<file path="src/rtl/multicycle_control_fsm.sv">
// Moore control FSM for a shared multicycle RV32I datapath. Optional feature: ILLEGAL_OP_TRAP_EN (TRAP state + IllegalOp).
// Latency (MemReady high): beq 3, R/I/sw/jal 4, lw 5 cycles.
// Backpressure: FETCH/MEMREAD/MEMWRITE hold until MemReady; each wait cycle adds one.
module multicycle_control_fsm #(
  parameter logic [3:0] RESET_STATE = 4'd0
) (
  input  logic       clk,
  input  logic       reset,
  input  logic [6:0] op,
  input  logic       funct3_0,
  input  logic       Zero,
  input  logic       MemReady,
  output logic       PCWrite,
  output logic       IRWrite,
  output logic       RegWrite,
  output logic       MemWrite,
  output logic       MemReq,
  output logic       AdrSrc,
  output logic [1:0] ALUSrcA,
  output logic [1:0] ALUSrcB,
  output logic [1:0] ResultSrc,
  output logic [1:0] ALUOp,
  output logic [1:0] ImmSrc
`ifdef ILLEGAL_OP_TRAP_EN
  ,
  output logic       IllegalOp
`endif
);

  localparam logic [3:0] S_FETCH    = 4'd0;
  localparam logic [3:0] S_DECODE   = 4'd1;
  localparam logic [3:0] S_MEMADR   = 4'd2;
  localparam logic [3:0] S_MEMREAD  = 4'd3;
  localparam logic [3:0] S_MEMWB    = 4'd4;
  localparam logic [3:0] S_MEMWRITE = 4'd5;
  localparam logic [3:0] S_EXECUTER = 4'd6;
  localparam logic [3:0] S_EXECUTEI = 4'd7;
  localparam logic [3:0] S_ALUWB    = 4'd8;
  localparam logic [3:0] S_JAL      = 4'd9;
  localparam logic [3:0] S_BEQ      = 4'd10;
`ifdef ILLEGAL_OP_TRAP_EN
  localparam logic [3:0] S_TRAP     = 4'd11;
`endif

  localparam logic [6:0] OP_LW  = 7'b0000011;
  localparam logic [6:0] OP_SW  = 7'b0100011;
  localparam logic [6:0] OP_R   = 7'b0110011;
  localparam logic [6:0] OP_I   = 7'b0010011;
  localparam logic [6:0] OP_JAL = 7'b1101111;
  localparam logic [6:0] OP_BR  = 7'b1100011;

  logic [3:0] state;
  logic [3:0] state_nxt;
  logic       pc_update;
  logic       branch;

  always_ff @(posedge clk) begin
    if (reset) state <= RESET_STATE;
    else       state <= state_nxt;
  end

  always_comb begin
    state_nxt = S_FETCH;
    case (state)
      S_FETCH:    state_nxt = MemReady ? S_DECODE : S_FETCH;
      S_DECODE: begin
        case (op)
          OP_LW, OP_SW: state_nxt = S_MEMADR;
          OP_R:         state_nxt = S_EXECUTER;
          OP_I:         state_nxt = S_EXECUTEI;
          OP_JAL:       state_nxt = S_JAL;
          OP_BR:        state_nxt = S_BEQ;
`ifdef ILLEGAL_OP_TRAP_EN
          default:      state_nxt = S_TRAP;
`else
          // PC was already advanced in FETCH, so dropping back is a clean NOP
          default:      state_nxt = S_FETCH;
`endif
        endcase
      end
      S_MEMADR:   state_nxt = (op == OP_SW) ? S_MEMWRITE : S_MEMREAD;
      S_MEMREAD:  state_nxt = MemReady ? S_MEMWB : S_MEMREAD;
      S_MEMWB:    state_nxt = S_FETCH;
      S_MEMWRITE: state_nxt = MemReady ? S_FETCH : S_MEMWRITE;
      S_EXECUTER: state_nxt = S_ALUWB;
      S_EXECUTEI: state_nxt = S_ALUWB;
      S_ALUWB:    state_nxt = S_FETCH;
      S_JAL:      state_nxt = S_ALUWB;
      S_BEQ:      state_nxt = S_FETCH;
`ifdef ILLEGAL_OP_TRAP_EN
      S_TRAP:     state_nxt = S_TRAP;
`endif
      default:    state_nxt = S_FETCH;
    endcase
  end

  always_comb begin
    pc_update = 1'b0;
    branch    = 1'b0;
    IRWrite   = 1'b0;
    RegWrite  = 1'b0;
    MemWrite  = 1'b0;
    MemReq    = 1'b0;
    AdrSrc    = 1'b0;
    ALUSrcA   = 2'b00;
    ALUSrcB   = 2'b00;
    ResultSrc = 2'b00;
    ALUOp     = 2'b00;
    if (reset) begin
      // Reset overrides whatever step was in flight: no enables, FETCH muxing
      ALUSrcB   = 2'b10;
      ResultSrc = 2'b10;
    end else begin
      case (state)
        S_FETCH: begin
          MemReq    = 1'b1;
          ALUSrcB   = 2'b10;
          ResultSrc = 2'b10;
          IRWrite   = MemReady;
          pc_update = MemReady;
        end
        S_DECODE: begin
          ALUSrcA = 2'b01;
          ALUSrcB = 2'b01;
        end
        S_MEMADR: begin
          ALUSrcA = 2'b10;
          ALUSrcB = 2'b01;
        end
        S_MEMREAD: begin
          MemReq = 1'b1;
          AdrSrc = 1'b1;
        end
        S_MEMWB: begin
          ResultSrc = 2'b01;
          RegWrite  = 1'b1;
        end
        S_MEMWRITE: begin
          MemReq   = 1'b1;
          AdrSrc   = 1'b1;
          MemWrite = MemReady;
        end
        S_EXECUTER: begin
          ALUSrcA = 2'b10;
          ALUOp   = 2'b10;
        end
        S_EXECUTEI: begin
          ALUSrcA = 2'b10;
          ALUSrcB = 2'b01;
          ALUOp   = 2'b10;
        end
        S_ALUWB: RegWrite = 1'b1;
        S_JAL: begin
          ALUSrcA   = 2'b01;
          ALUSrcB   = 2'b10;
          pc_update = 1'b1;
        end
        S_BEQ: begin
          ALUSrcA = 2'b10;
          ALUOp   = 2'b01;
          branch  = 1'b1;
        end
        default: ;
      endcase
    end
  end

  // funct3_0 inverts the sense of Zero so bne shares the beq step
  assign PCWrite = pc_update | (branch & (Zero ^ funct3_0));

  always_comb begin
    case (op)
      OP_SW:   ImmSrc = 2'b01;
      OP_BR:   ImmSrc = 2'b10;
      OP_JAL:  ImmSrc = 2'b11;
      default: ImmSrc = 2'b00;
    endcase
  end

`ifdef ILLEGAL_OP_TRAP_EN
  always_ff @(posedge clk) begin
    if (reset)                  IllegalOp <= 1'b0;
    else if (state_nxt == S_TRAP) IllegalOp <= 1'b1;
  end
`endif

endmodule

</file>
<file path="config.mk">
export PLATFORM = sky130hd
export DESIGN_NAME = multicycle_control_fsm
export DESIGN_NICKNAME = d
export VERILOG_FILES = /design/src/rtl/multicycle_control_fsm.sv
export SDC_FILE = /design/constraint.sdc
export NUM_CORES = 1
export LEC_CHECK = 0
export CORE_MARGIN = 1
export CORE_UTILIZATION = 30
export DETAILED_ROUTE_END_ITERATION = 8
export GPL_ROUTABILITY_DRIVEN = 0
export GPL_TIMING_DRIVEN = 0
export PLACE_DENSITY_LB_ADDON = 0.12
export SLEW_MARGIN = 20
export SYNTH_ARGS = -nofsm -noshare
export SYNTH_HDL_FRONTEND = slang
export SYNTH_SLANG_ARGS = --single-unit
</file>
<file path="constraint.sdc">
create_clock -name clk -period 1.07 [get_ports clk]
set_input_delay 0.107 -clock clk [delete_from_list [all_inputs] [get_ports clk]]
set_output_delay 0.107 -clock clk [all_outputs]
set_load 0.02 [all_outputs]
</file>
==> run summary <==
Status: finished with violations
Failing checks: negative setup slack
Die Wd: 47.5 um
Crit path capture type: output pin
Final slew viol count: 0
CTS tree: done
Ratio of cells with drive above 1 in the final layout: 0.654
Pre-Repair DR Iteration Count: 4
Gr busiest metal: met2
Fin nets: 150
Max reg flops: 4
Vias in the first global route: 751
Met2 track demand over resource: 0.411
Die Area: 2250 um^2
Biggest regs: state: 4 flops
Initial antenna violation count: 0
Ranking of synthesized cells by area: dfxtp_1 13%, and3_1 6.0%, nand2_1 5.4%, a2111oi_4 4.4%, nor2_1 4.2%
Total CTS buffers: 3
Clock skew: 16.9 ps
Post-route setup slack: -430 ps
Ys Warns: 0
Worst skew pair latency: 270 ps
Crit path time final: 1500 ps
Initial DRC Count: 10
DRC violations left: 0
Syn_area_per_cell: 7.30 um^2
Syn Nets: 97
Final setup vio count: 18
Crit path cell chain: buf_12 -> buf_6 -> xnor2_4 -> nor4_4 -> buf_4
Largest net degree at the start of global routing: 11
Die Ht: 47.5 um
Routed Antenna Nets: 0
Post-synth top area share: 0.129
Hold Vio Cnt, Final: 0
First-pass GRT wire length: 3420 um
Fin crit share: 1.40
Cell accounting for the most synthesized area: dfxtp_1
Synth Flop Type: dfxtp_1
Core region area: 1960 um^2
GRT Resource Usage Total: 0.221
Worst-margin pin slew: 633 ps
Initial Utilization: 0.316
Pleak: 0.590 nW
Peak Freq: 0.667 GHz
Via/cell ratio: 5.09
Hold crit path type: input pin to flip-flop
CTS root buf: clkbuf_4
Worst EP required: 960 ps
Area delta synth->final: 120%
Worst endpoint data arrival time: 1390 ps
Crit-path slowest cell: dfxtp_4
Most frequent cells in the layout: 20 x buf_6, 20 x buf_4, 5 x nand2_1, 5 x dlygate4sd2_1
Htree depth: 1
Max cap viols: 0
Overflow left after global routing: 0
Critical Path Fanout Max: 7
Pre-CTS setup slack: -1020 ps
DP Wirelength: 1420 um
Clk sink count: 4
Rows: 16
Routed wire length: 2380 um
Syn Std Cell Area: 621 um^2
Async S/R FF share, synth: 0
CP startpoint kind: flip-flop
Pwr dens: 447 nW/um^2
Normalized max-slew margin: 0.578
Critical Setup Path Class: flip-flop to output pin
Setup repair after global routing missed its margin: yes
Ports: 28
Hold WS: 273 ps
Ant. Diodes: 0
Slowest stage delay, CP: 360 ps
Routed vias: 829
Largest Register: state
Fill cells: 157
Seq cells post-synth: 4
Hold Buf Count CTS: 0
Reg clk slew, reported paths: 50 ps
EDFF count, synth: 0
Per-cell routed wire length: 14.6 um
Clock buffer depth: 2
Cells after Synth: 85
Met3 Use GR: 0.0642
Met1 Use GR: 0.237
Port bufs: 27
Register area share after synthesis: 0.129
Synth unique cells: 40
Max IR drop VDD: 0.483 mV
Yosys cell counts (2+ instances only):
master     instances
and2_1             2
o211ai_1           2
inv_1              4
nor2_1             7
nand2_1            9
a21oi_1            5
buf_4              2
buf_2              2
nand2b_1           2
xnor2_1            2
xor2_1             2
o2111ai_1          2
and4b_1            2
and3_1             6
nor4_1             2
nand3b_1           2
o21ai_0            3
dfxtp_1            4
o21a_1             2
nor2b_1            3
kinds of logic after synthesis:
kind of cell / share of synthesized area
buffers and inverters: 0.0907
DFF: 0.129
and+or+nand+nor: 0.440
xor gates and xnor gates: 0.0565
AOI/OAI and AO/OA: 0.284
critical path: cells and delay by family (launching register included):
kind / cells / cell delay [ps]
XOR/XNOR: 1 / 120
buffers and inverters: 3 / 450
flip-flops: 1 / 360
AND/OR/NAND/NOR: 1 / 220
area by class of cell:
cell class	count	area (um^2)	area share
repair buffers	50	449	0.328
multi-input cells	71	684	0.500
flip-flops and latches	4	95.1	0.0695
plain buffers	4	62.6	0.0457
clock buffers	3	22.5	0.0165
well taps	27	33.8	0.0247
inverters	4	20.0	0.0146
what timing repair did:
| item | CTS | global route |
|---|---|---|
| endpoints found under the setup margin | 20 | 20 |
| pin swaps | 10 | 15 |
| buffers inserted | 16 | 8 |
| cloned | 0 | 0 |
| resized for setup | 128 | 31 |
final timing paths:
| kind | slack, ps | endpoint | cells past startpoint | start |
|---|---|---|---|---|
| max | -430 | RegWrite | 5 | state[2] |
| min | 270 | state[1] | 4 | op[3] |
| max reg2reg | -90 | state[1] | 5 | state[2] |
| min reg2reg | 650 | state[1] | 3 | state[0] |
per-layer routing:
metal | share of wire | up-vias
met5 | 0 | -
met4 | 0.015 | 0
met3 | 0.036 | 4
met2 | 0.54 | 23
met1 | 0.40 | 385
li1 | - | 417
where the power goes:
group          switching (mW)  internal, mW  total (mW)
sequential            0.00666         0.145       0.151
combinational           0.121         0.118       0.239
clock                  0.0936         0.128       0.221
through the flow:
| step | instance area [um^2] | utilization | cells | power (mW) | TNS [ps] |
|---|---|---|---|---|---|
| 3_5_place_dp | 1030 | 0.527 | 139 | 0.383 | -15420 |
| 2_1_floorplan | 731 | - | 85 | 0.280 | -497 |
| 4_1_cts | 1270 | 0.650 | 158 | 0.584 | -5540 |
| 6_report | 1370 | 0.697 | 163 | 0.612 | -5090 |
| 3_3_place_gp | 1030 | 0.527 | 139 | 0.381 | -15110 |
| 5_1_grt | 1370 | 0.697 | 163 | 0.642 | -5830 |
Power figures use the tool's default switching activity.
